`src/rtl/asrv32_mem_arbiter.sv`:
```
// Two-port (fetch/data) round-robin arbiter onto one shared memory port.
// Registered FSM with per-access timeout that reports a bus error.
module asrv32_mem_arbiter #(
  parameter int unsigned TIMEOUT_CYCLES = 255
) (
  input  logic        i_clk,
  input  logic        i_rst_n,
  input  logic        i_ibus_req,
  input  logic [31:0] i_ibus_addr,
  output logic [31:0] o_ibus_rdata,
  output logic        o_ibus_ack,
  input  logic        i_dbus_req,
  input  logic [31:0] i_dbus_addr,
  input  logic [31:0] i_dbus_wdata,
  input  logic [3:0]  i_dbus_wr_mask,
  input  logic        i_dbus_wr_en,
  output logic [31:0] o_dbus_rdata,
  output logic        o_dbus_ack,
  output logic        o_mem_req,
  output logic [31:0] o_mem_addr,
  output logic [31:0] o_mem_wdata,
  output logic [3:0]  o_mem_wr_mask,
  output logic        o_mem_wr_en,
  input  logic [31:0] i_mem_rdata,
  input  logic        i_mem_ack,
  output logic        o_bus_err,
  output logic        o_err_is_data
);

  typedef enum logic [1:0] {
    IDLE,
    BUSY_I,
    BUSY_D,
    RESP
  } state_t;

  localparam logic [9:0] TMO = 10'(TIMEOUT_CYCLES);

  state_t     state;
  logic       last_d;
  logic [9:0] cnt;
  logic       gnt_i;
  logic       gnt_d;
  logic       tmo;
  logic       on_d;

  // On a tie the requester not served last wins
  assign gnt_i = i_ibus_req & (~i_dbus_req | last_d);
  assign gnt_d = i_dbus_req & (~i_ibus_req | ~last_d);
  assign tmo   = (cnt + 10'd1) == TMO;
  assign on_d  = (state == BUSY_D);

  always_ff @(posedge i_clk or negedge i_rst_n) begin
    if (!i_rst_n) begin
      state         <= IDLE;
      last_d        <= 1'b1;
      cnt           <= '0;
      o_ibus_rdata  <= '0;
      o_ibus_ack    <= 1'b0;
      o_dbus_rdata  <= '0;
      o_dbus_ack    <= 1'b0;
      o_mem_req     <= 1'b0;
      o_mem_addr    <= '0;
      o_mem_wdata   <= '0;
      o_mem_wr_mask <= '0;
      o_mem_wr_en   <= 1'b0;
      o_bus_err     <= 1'b0;
      o_err_is_data <= 1'b0;
    end else begin
      unique case (state)
        IDLE: begin
          unique case (1'b1)
            gnt_i: begin
              state         <= BUSY_I;
              last_d        <= 1'b0;
              cnt           <= '0;
              o_mem_req     <= 1'b1;
              o_mem_addr    <= i_ibus_addr;
              o_mem_wdata   <= '0;
              o_mem_wr_mask <= 4'b0000;
              o_mem_wr_en   <= 1'b0;
            end
            gnt_d: begin
              state         <= BUSY_D;
              last_d        <= 1'b1;
              cnt           <= '0;
              o_mem_req     <= 1'b1;
              o_mem_addr    <= i_dbus_addr;
              o_mem_wdata   <= i_dbus_wdata;
              o_mem_wr_mask <= i_dbus_wr_mask;
              o_mem_wr_en   <= i_dbus_wr_en;
            end
            default: ;
          endcase
        end
        BUSY_I, BUSY_D: begin
          // An ack in the expiring cycle still completes normally
          if (i_mem_ack) begin
            state     <= RESP;
            o_mem_req <= 1'b0;
            if (on_d) begin
              o_dbus_rdata <= i_mem_rdata;
              o_dbus_ack   <= 1'b1;
            end else begin
              o_ibus_rdata <= i_mem_rdata;
              o_ibus_ack   <= 1'b1;
            end
          end else if (tmo) begin
            state         <= RESP;
            o_mem_req     <= 1'b0;
            o_bus_err     <= 1'b1;
            o_err_is_data <= on_d;
            if (on_d) begin
              o_dbus_rdata <= '0;
              o_dbus_ack   <= 1'b1;
            end else begin
              o_ibus_rdata <= '0;
              o_ibus_ack   <= 1'b1;
            end
          end else begin
            cnt <= cnt + 10'd1;
          end
        end
        RESP: begin
          state         <= IDLE;
          o_ibus_ack    <= 1'b0;
          o_dbus_ack    <= 1'b0;
          o_bus_err     <= 1'b0;
          o_err_is_data <= 1'b0;
        end
        default: state <= IDLE;
      endcase
    end
  end

endmodule

```
`config.mk`:
```
export PLATFORM = sky130hd
export DESIGN_NAME = asrv32_mem_arbiter
export DESIGN_NICKNAME = d
export VERILOG_FILES = /design/src/rtl/asrv32_mem_arbiter.sv
export SDC_FILE = /design/constraint.sdc
export NUM_CORES = 1
export LEC_CHECK = 0
export BUFFER_PORTS_ARGS = -buffer_cell sky130_fd_sc_hd__buf_2
export CAP_MARGIN = 20
export CORE_ASPECT_RATIO = 1.1
export CORE_UTILIZATION = 47
export CTS_CLUSTER_DIAMETER = 150
export DETAILED_ROUTE_END_ITERATION = 12
export PLACE_DENSITY = 0.79
export SLEW_MARGIN = 20
export SYNTH_ARGS = -nofsm -noshare
export SYNTH_HDL_FRONTEND = slang
export SYNTH_SLANG_ARGS = --single-unit
```
`constraint.sdc`:
```
create_clock -name i_clk -period 3.9 [get_ports i_clk]
set_input_delay 0.39 -clock i_clk [delete_from_list [all_inputs] [get_ports i_clk]]
set_output_delay 0.39 -clock i_clk [all_outputs]
set_load 0.01 [all_outputs]
```
-- After elaboration in Yosys (flattened, before gate mapping)
Cells that the tools add are included.
Widths: inputs -> output; s select.
- output and inout bits: 138
- register bits: 151
- bits of input ports: 138
- equality and inequality tests: 10
- reductions and logical operators: 15
- bitwise operators: 8
- add/sub/neg operators: 1
- mux-type cells: 39
- operator list (kind ; number):
    $mux 32 ; 8
    $pmux 32 s2 ; 2
    $mux 10 ; 3
    $pmux 10 s2 ; 1
    $pmux 1 s2 ; 7
    $mux 1 ; 13
    $reduce_and 3->1 ; 4
    $add 10x1->10 const B ; 1
    $eq 10x8->1 const B ; 1
    $ne 2x2->1 const B ; 4
    $pmux 4 s2 ; 1
    $reduce_bool 2->1 ; 4
    $ne 3x3->1 const B ; 2
    $pmux 2 s3 ; 1
    $reduce_and 2->1 ; 3
    $eq 2x2->1 const B ; 2
    $mux 2 ; 2
    $not 1->1 ; 4
    $pmux 2 s2 ; 1
    $reduce_and 4->1 ; 1
    $reduce_or 2->1 ; 2
    $and 1x1->1 ; 2
    $eq 2x1->1 const B ; 1
    $logic_not 2->1 ; 1
    $or 1x1->1 ; 2

-- Logic depth before layout (Yosys ltp)
Gate-level depths: netlist of the first run.
- depth in word-level cells: 6
- mapped depth: 8

-- Least setup slack after synthesis of the first run
Ideal clock, no wire load.
- kind: register to register
- start: register cnt[1]
- end: register (tool-made name)
- cell stages (with the launch flop): 9
- path buffers: 1
- data required time: 3772 ps
- data arrival time: 2702 ps
- setup slack: 1071 ps
- period minus slack after synthesis: 2829 ps
- path through: dfrtp_1 ha_1 a21bo_1 or4b_1 o311a_1 or4_1 buf_2 a211oi_2 mux2_1
- RTL lines (what ; RTL line ; text):
    start, declared ; 41 ; logic [9:0] cnt;
    start signal, assigned ; 121 ; cnt <= cnt + 10'd1;

-- Worst setup path in the final report of the first run
- start: register cnt[1]
- end: register state[0]
- longest elaborated chain between the ends: 4
- RTL lines (what ; RTL line ; text):
    $add 10x1->10 ; 50 ; assign tmo = (cnt + 10'd1) == TMO;
    $eq 10x8->1 ; 50 ;
    $ne 3x3->1 (no line) ; -- ;
    $reduce_and 2->1 (no line) ; -- ;
    end signal, assigned ; 55 ; state <= IDLE;
    end signal, assigned ; 74 ; state <= BUSY_I;
    end signal, assigned ; 84 ; state <= BUSY_D;
    end, declared ; 39 ; state_t state;
No other way between the ends.
A chain may end at the register's enable or synchronous reset.

==> results_dict.tcl, run 1 <==
set metrics [dict create \
    status "complete, no violations" \
    yosysWarnings 0 \
    slowest_stage "or4_1" \
    required_ns 4.21 \
    cts.clk_slew.worst_paths_ns 0.06 \
    fin_setup_tns_ns 0 \
    cts-resized-gates 0 \
    synthArstFlopShare_pct 100 \
    seq_area_frac_synth_pct 60.0 \
    coreArea_sq_um 12900 \
    fin_cells 955 \
    skew_ns 0.00811 \
    via_count 5364 \
    cp_data_arrival_time_ns 3.45 \
    slew_headroom_pct 39.7 \
    cts_htree_levels 4 \
    area_delta_synth_final_pct 33.5 \
    die_height_um 123 \
    grt_pass1_wl_um 27000 \
    setup_viol 0 \
    worstMarginPinSlew_ns 0.904 \
    synth_top_area_cell "dfrtp_1" \
    crit_type "reg2reg" \
    antenna_found_initial 0 \
    cts.sinks 151 \
    grt_pass1_vias 5411 \
    worstPathCellList "ha_1, a21bo_1, or4b_1, o311a_1, or4_1, a21oi_2, mux2_2" \
    synth_area_leaders "dfrtp_1 60%, a22o_1 15%, mux2i_1 5.4%" \
    finalCritPeriodShare_pct 80.6 \
    crit_path_end_kind "register" \
    seqCellArea_sq_um 3780 \
    die_area_sq_um 13900 \
    start_kind "register" \
    vias_per_cell 5.62 \
    vdd_drop_max_mv 0.412 \
    portBuffers 275 \
    antenna_cells 0 \
    placed_cells_incl_taps 923 \
    grt-ovfl-total 0 \
    synth_edf_count 0 \
    gp_congestion 0.896 \
    drive_gt1_share_pct 41.4 \
    synth_top_flop_cell "dfrtp_1" \
    clock_path_buffers 2 \
    cts_root_buffer "clkbuf_16" \
    routed_wl_um 16900 \
    fillers 996 \
    start_util_pct 49.0 \
    grt_max_degree 121 \
    syn_nets 666 \
    rows 43 \
    slew_violations 0 \
    multi_input_comb_area_sq_um 2340 \
    period_minus_slack_ns 3.14 \
    synth_cell_types 51 \
    clock_latency_ns 0.43 \
    syn_inst 522 \
    synth_area_per_cell_sq_um 12.1 \
    hold_class "in2async" \
    p_leak_uw 0.00450 \
    final_area_sq_um 8410 \
    die_w_um 112 \
    rr_worst_depth 7 \
    numCtsBuffers 17 \
    post_cts_buffers 0 \
    postCtsHoldBufs 0 \
    dpl.hpwl_um 12000 \
    detail_route.drc_violations 0 \
    r2r-start "cnt[1]" \
    hold_slack_ns 0.0922 \
    drt_iter0_markers 330 \
    synthesis.area_sq_um 6300 \
    drv_cap 0 \
    nets 929 \
    cp_max_fo 8 \
    rrSetupSlack_ns 0.76 \
    r2r-end "state[0]" \
    max_freq_mhz 318 \
    io_pins 276 \
    netlist.area_leader.share_pct 59.6 \
    antenna_left 0 \
    p_per_area_nw_per_um2 848 \
    cts_tree "built" \
    grt_usage_pct 25.1 \
    dr.pass1.iters 5 \
    synth-seq-cells 151 \
    final_hold_viol_count 0 \
    crit_path_max_incr_delay_ns 0.71 \
    placed_area_sq_um 7810 \
    rsz0062_at_grt "false" \
    routedWlPerCell_um 17.7 \
    power.total_uw 7130 \
]
[how the worst max path moves through the flow]
stage,from,endpoint,depth (start not counted),slack (ns)
floorplan,cnt[1],register,8,1.07
CTS,cnt[1],register,7,0.77
finish,cnt[1],state[0],7,0.76
global route,cnt[1],state[0],7,0.61
detailed placement,cnt[1],register,7,0.79
global placement,cnt[1],register,7,0.88
[metal layers]
metal	GRT usage [%]	share of wire (%)	vias to the layer above
met5	0	0	-
met4	11.8	3.0	0
met3	7.11	6.7	44
met2	42.5	51	246
met1	30.0	39	2616
li1	-	-	2458
[area by class of cell]
type | instances | share of cell area (%)
Clock buffer | 18 | 5.22
Clock inverter | 14 | 1.87
Inverter | 8 | 0.357
Multi-Input combinational cell | 322 | 27.9
Sequential cell | 151 | 45.0
Tap cell | 157 | 2.34
Timing Repair Buffer | 285 | 17.4
[cells by family after synthesis]
group           after synthesis  synth area share, %
compound gates              173                 21.6
xor+xnor                      2                0.278
fa+ha+maj                     6                 1.19
buf+inv                      49                 3.00
flops                       151                 60.0
mux                          39                 6.30
simple gates                102                 7.61
[sequential cells by signal (all words and copies together), names as in the netlist, named ones only]
name / flops
cnt: 10
o_dbus_rdata: 32
o_err_is_data: 1
state: 2
o_mem_addr: 32
o_mem_req: 1
o_mem_wdata: 32
o_bus_err: 1
last_d: 1
o_ibus_ack: 1
o_mem_wr_en: 1
o_mem_wr_mask: 4
o_ibus_rdata: 32
[cell usage after synthesis (5+ instances only)]
library cell and n:
a22o_1 105, nand2_1 53, buf_1 7, ha_1 6, o21ai_0 35, nor2_1 13, nand3_1 8, and2_1 5
mux2i_1 34, clkbuf_1 30, inv_1 8, dfrtp_1 150
[through the flow]
step           util [%]  setup WS, ns
5_1_grt            65.4         0.606
3_3_place_gp       60.7         0.882
4_1_cts            65.4         0.768
3_5_place_dp       60.7         0.791
2_1_floorplan         -          1.07
6_report           65.4         0.757
[layout by cell type (no fill, tap or decap), types with 8 or more instances in the layout]
cell / Yosys / routed
inv_1: 8 / 8
o21ai_0: 35 / 35
clkbuf_16: 0 / 17
buf_4: 0 / 10
nand3_1: 8 / 8
a22o_1: 105 / 105
nand2_1: 53 / 52
nor2_1: 13 / 13
buf_2: 4 / 274
dfrtp_1: 150 / 150
mux2i_1: 34 / 34
[power by group]
part	total [uW]	switching [uW]	internal, uW
Combinational	2860	1600	1250
Clock	1640	710	926
Sequential	2640	401	2230
Total	7130	2710	4420
[worst max-delay path: cells and delay by family, from the launching register on]
kind | cells | cell delay [ns]
AOI/OAI and AO/OA | 3 | 0.67
muxes | 1 | 0.36
DFF | 1 | 0.46
adders and majority gates | 1 | 0.33
and+or+nand+nor | 2 | 1.21
Note: power is estimated with default switching activity, not from simulation.
==> run 2: changes to the inputs <==
--- a/config.mk
+++ b/config.mk
@@ -8,10 +8,10 @@
 export BUFFER_PORTS_ARGS = -buffer_cell sky130_fd_sc_hd__buf_2
 export CAP_MARGIN = 20
 export CORE_ASPECT_RATIO = 1.1
-export CORE_UTILIZATION = 47
+export CORE_UTILIZATION = 43
 export CTS_CLUSTER_DIAMETER = 150
 export DETAILED_ROUTE_END_ITERATION = 12
-export PLACE_DENSITY = 0.79
+export PLACE_DENSITY = 0.77
 export SLEW_MARGIN = 20
 export SYNTH_ARGS = -nofsm -noshare
 export SYNTH_HDL_FRONTEND = slang
==> constraint.sdc (replaced) <==
create_clock -name i_clk -period 2.5 [get_ports i_clk]
set_input_delay 0.25 -clock i_clk [delete_from_list [all_inputs] [get_ports i_clk]]
set_output_delay 0.25 -clock i_clk [all_outputs]
set_load 0.01 [all_outputs]
==> results_dict.tcl, run 2 (synthesis gave the netlist of run 1 again) <==
set metrics [dict create \
    status "complete, but fails checks" \
    violations "negative setup slack" \
    grt_max_degree 103 \
    rr_worst_depth 7 \
    slew_violations 0 \
    skew_ns 0.0106 \
    hold_slack_ns 0.0461 \
    worst_hold_path.endpoint "o_mem_wdata[27]" \
    start_kind "register" \
    die_w_um 117 \
    detail_route.drc_violations 0 \
    power.total_uw 11300 \
    gp_congestion 0.907 \
    grt_pass1_wl_um 26500 \
    clock_latency_ns 0.41 \
    numCtsBuffers 17 \
    grt_pass1_vias 5133 \
    required_ns 2.79 \
    coreArea_sq_um 14300 \
    critPathBufInv 0 \
    p_leak_uw 0.00471 \
    die_height_um 129 \
    fillers 1195 \
    hold_class "in2reg" \
    portBuffers 275 \
    slowest_stage "or4_4" \
    cts_tree "built" \
    fin_setup_tns_ns -7.17 \
    via_count 5412 \
    slew_headroom_pct 60.1 \
    critPathTopFamily "simple AND/OR/NAND/NOR gates" \
    final_util_pct 61.9 \
    antenna_cells 0 \
    period_minus_slack_ns 2.67 \
    dr.pass1.iters 5 \
    crit_path_end_kind "register" \
    dpl.hpwl_um 11900 \
    drt_iter0_markers 299 \
    grt_usage_pct 22.3 \
    fin_ws_ns -0.168 \
    final_cell_mix "274 x buf_2, 148 x dfrtp_1, 105 x a22o_1" \
    finalCritPeriodShare_pct 107 \
    rows 46 \
    cp_max_fo 5 \
    grt-ovfl-total 0 \
    placed_area_sq_um 8170 \
    cts_root_buffer "clkbuf_16" \
    cts.sinks 151 \
    vias_per_cell 5.27 \
    final_area_sq_um 8880 \
    start_util_pct 43.9 \
    p_per_area_nw_per_um2 1270 \
    cp_data_arrival_time_ns 2.96 \
    die_area_sq_um 15100 \
    antenna_found_initial 0 \
    clock_path_buffers 2 \
    drive_gt1_share_pct 45.0 \
    nets 966 \
    worstPathCellList "ha_4, a21bo_1, or4b_1, o311a_1, or4_4, a211oi_4, mux2_4" \
    cts_htree_levels 4 \
    vdd_drop_max_mv 0.626 \
    r2r-end "o_ibus_ack" \
    crit_path_max_incr_delay_ns 0.59 \
    r2r-start "cnt[0]" \
    crit_type "reg2reg" \
    routedWlPerCell_um 16.8 \
    final_hold_viol_count 0 \
    cts.clk_slew.worst_paths_ns 0.07 \
    area_delta_synth_final_pct 41.0 \
    layout_commonest_cell "buf_2" \
    hp-start "i_dbus_wdata[27]" \
    max_freq_mhz 375 \
    rrSetupSlack_ns -0.17 \
    holdPathStages 2 \
    drv_cap 0 \
    antenna_left 0 \
    worstMarginPinSlew_ns 0.598 \
    setup_viol 71 \
    routed_wl_um 17200 \
    rsz0062_at_grt "true" \
    io_pins 276 \
]
[run 2: cell count changes in the layout (fill, tap and decap cells not counted), sizes merged]
cell         previous run  this run
buf                   284       319
bufinv                  1         0
clkbuf                 19        21
clkinv                  3         6
clkinvlp                1         3
dlygate4sd3             0         1
inv                    17        11
[run 2: metrics by stage]
| stage | std cells | worst slack [ns] |
|---|---|---|
| 2_1_floorplan | 522 | -0.206 |
| 3_3_place_gp | 988 | -0.199 |
| 3_5_place_dp | 988 | -0.208 |
| 4_1_cts | 1021 | -0.132 |
| 5_1_grt | 1026 | -0.228 |
| 6_report | 1026 | -0.168 |
[run 2: repair_timing]
action | 4_1_cts | 5_1_grt
hold buffers | 1 | 0
pin swaps | 0 | 4
gates cloned | 0 | 3
gates resized for setup | 2 | 13
endpoints found under the hold margin | 60 | 0
setup buffers | 1 | 2
endpoints found under the setup margin | 71 | 76
[run 2: worst max-delay path by stage]
| stage | startpoint | endpoint | cells after the start |
|---|---|---|---|
| floorplan | cnt[0] | register | 8 |
| global placement | cnt[0] | o_ibus_ack | 7 |
| detailed placement | cnt[0] | o_ibus_ack | 7 |
| CTS | cnt[0] | o_ibus_ack | 7 |
| global route | cnt[0] | register | 7 |
| finish | cnt[0] | o_ibus_ack | 7 |
[run 2: power breakdown]
| group | internal [uW] | switching [uW] | total, uW |
|---|---|---|---|
| combinational | 2260 | 2670 | 4930 |
| sequential | 3490 | 565 | 4050 |
| clock | 1280 | 1010 | 2290 |
| total | 7030 | 4250 | 11300 |
[run 2: area by class of cell]
cell class                 instances  area, sq um  share of cell area, %
sequential                       151         3780                   42.6
tap                              192          240                   2.71
timing repair buffer             322         1850                   20.9
multi-input combinational        322         2440                   27.5
clock buffer                      19          433                   4.88
clock inverter                    12         98.8                   1.11
inverter                           8         30.0                  0.338
[run 2: metal layers]
metal	GRT usage (%)	share of wire (%)	up-vias
met1	27.6	40	2619
met5	0	0	-
met2	37.1	51	219
li1	-	-	2538
met3	5.63	5.9	36
met4	10.0	2.4	0
==> run 3: changes to the inputs <==
--- a/config.mk
+++ b/config.mk
@@ -5,13 +5,13 @@
 export SDC_FILE = /design/constraint.sdc
 export NUM_CORES = 1
 export LEC_CHECK = 0
-export BUFFER_PORTS_ARGS = -buffer_cell sky130_fd_sc_hd__buf_2
 export CAP_MARGIN = 20
 export CORE_ASPECT_RATIO = 1.1
-export CORE_UTILIZATION = 43
+export CORE_UTILIZATION = 57
 export CTS_CLUSTER_DIAMETER = 150
 export DETAILED_ROUTE_END_ITERATION = 12
-export PLACE_DENSITY = 0.77
+export DONT_BUFFER_PORTS = 1
+export PLACE_DENSITY = 0.75
 export SLEW_MARGIN = 20
 export SYNTH_ARGS = -nofsm -noshare
 export SYNTH_HDL_FRONTEND = slang
==> results_dict.tcl, run 3 (synthesis gave the netlist of run 1 again) <==
set metrics [dict create \
    status "complete, but fails checks" \
    violations "negative hold slack, negative setup slack" \
    cpMostUsedCell "buf_4" \
    start_kind "register" \
    grt_pass1_vias 5023 \
    numCtsBuffers 17 \
    clock_latency_ns 0.42 \
    crit_type "reg2reg" \
    cp_data_arrival_time_ns 2.99 \
    rr_worst_depth 11 \
    slew_violations 0 \
    dpl.hpwl_um 10900 \
    crit_path_max_incr_delay_ns 0.51 \
    clock_path_buffers 2 \
    p_per_area_nw_per_um2 1350 \
    start_util_pct 59.5 \
    slew_headroom_pct 58.1 \
    cp_max_fo 5 \
    layout_commonest_cell "dfrtp_1" \
    cts_tree "built" \
    fin_ws_ns -0.189 \
    postCtsHoldBufs 69 \
    switching_share_pct 37.9 \
    rsz0062_at_grt "true" \
    setup_viol 70 \
    vdd_drop_max_mv 0.859 \
    startpoint "cnt[1]" \
    max_freq_mhz 372 \
    cts.clk_slew.worst_paths_ns 0.06 \
    coreArea_sq_um 10600 \
    dr.pass1.iters 5 \
    place_ws_ns -0.237 \
    hold_slack_ns -0.468 \
    p_leak_uw 0.00388 \
    worstPathCellList "buf_12, and2_1, or4_4, a31o_2, buf_4, nor4_4, buf_4, buf_4, buf_4, nor3_1, a31o_2" \
    worstMarginPinSlew_ns 0.621 \
    cts_root_buffer "clkbuf_16" \
    finalCritPeriodShare_pct 108 \
    cts_htree_levels 4 \
    drv_cap 0 \
    die_area_sq_um 11500 \
    crit_path_end_kind "register" \
    seqCellArea_sq_um 3780 \
    grt_max_degree 152 \
    p_seq_share_pct 43.5 \
    drive_gt1_share_pct 16.5 \
    final_hold_viol_count 151 \
    pwr-share-comb_pct 31.8 \
    routedWlPerCell_um 22.6 \
    final_area_sq_um 8210 \
    area_delta_synth_final_pct 30.5 \
    slowest_stage "or4_4" \
    antenna_found_initial 0 \
    grt_usage_pct 31.4 \
    grt-ovfl-total 0 \
    drt_iter0_markers 373 \
    gp_congestion 0.925 \
    multi_input_comb_area_sq_um 2430 \
    nets 761 \
    required_ns 2.80 \
    skew_ns 0.0111 \
    clockPowerShare_pct 24.6 \
    period_minus_slack_ns 2.69 \
    hold_class "in2async" \
    final_util_pct 77.6 \
    detail_route.drc_violations 0 \
    routed_wl_um 17400 \
    antenna_cells 0 \
    die_height_um 112 \
    antenna_left 0 \
    fillers 634 \
    grt_pass1_wl_um 26800 \
    portBuffers 0 \
    vias_per_cell 6.33 \
    intPower_uw 6900 \
    io_pins 276 \
    r2r-start "cnt[1]" \
    final_cell_mix "148 x dfrtp_1, 105 x a22o_1, 69 x dlygate4sd3_1" \
    placed_area_sq_um 6690 \
    cts.sinks 151 \
    die_w_um 102 \
    rows 39 \
    netSwitchingPower_uw 4220 \
    via_count 4891 \
]
-- run 3: cell types whose count changed in the layout (fill, tap and decap cells not counted), sizes merged --
cell / change
buf: -273
dlygate4sd3: +68
clkinv: -4
bufinv: +3
inv: +3
clkinvlp: -1
-- run 3: area by class of cell --
type / count / area share [%]
Multi-Input combinational cell: 322 / 29.6
Inverter: 8 / 0.366
Timing Repair Buffer: 117 / 14.1
Clock inverter: 13 / 2.25
Sequential cell: 151 / 46.0
Tap cell: 143 / 2.18
Clock buffer: 19 / 5.51
-- run 3: stage by stage --
step                      std cells  total power, uW  setup TNS (ns)
after global routing            773            11700          -14.45
final                           773            11100           -9.41
after detailed placement        663             7900           -7.02
after floorplan                 522             6780           -1.41
after CTS                       771            10900           -7.60
after global placement          663             7750           -5.07
-- run 3: final timing paths --
check	endpoint	slack, ns
max	cnt[2]	-0.19
min	o_dbus_rdata[27]	-0.47
max reg2reg	cnt[2]	-0.19
min reg2reg	last_d	0.54
max in group asynchronous	last_d	2.67
min in group i_clk	o_mem_addr[2]	0.03
-- run 3: repair_timing --
| item | CTS | global route |
|---|---|---|
| endpoints found under the setup margin | 72 | 77 |
| gates resized for setup | 3 | 15 |
| buffers inserted | 5 | 1 |
| endpoints found under the hold margin | 252 | 151 |
| cloned | 2 | 1 |
| pin swaps | 2 | 2 |
-- run 3: worst max-delay path: cells and delay by family (launching register included) --
kind | cells | cell delay [ns]
compound gates | 2 | 0.47
buf+inv | 5 | 0.65
simple gates | 4 | 1.00
flops | 1 | 0.44
-- run 3: layer usage --
metal	GRT usage [%]	part of all wire, %	wire length [um]
met2	52.6	51	8920
met5	0	0	0
met1	36.6	37	6460
met4	13.0	2.9	497
met3	10.3	9.0	1560
-- run 3: power groups by stage --
stage / registers [uW] / logic, uW / clock network, uW
2_1_floorplan: 4500 / 2280 / 0
3_3_place_gp: 4790 / 2960 / 0
3_5_place_dp: 4810 / 3090 / 0
4_1_cts: 4800 / 3380 / 2760
5_1_grt: 4930 / 3900 / 2880
6_report: 4840 / 3540 / 2740
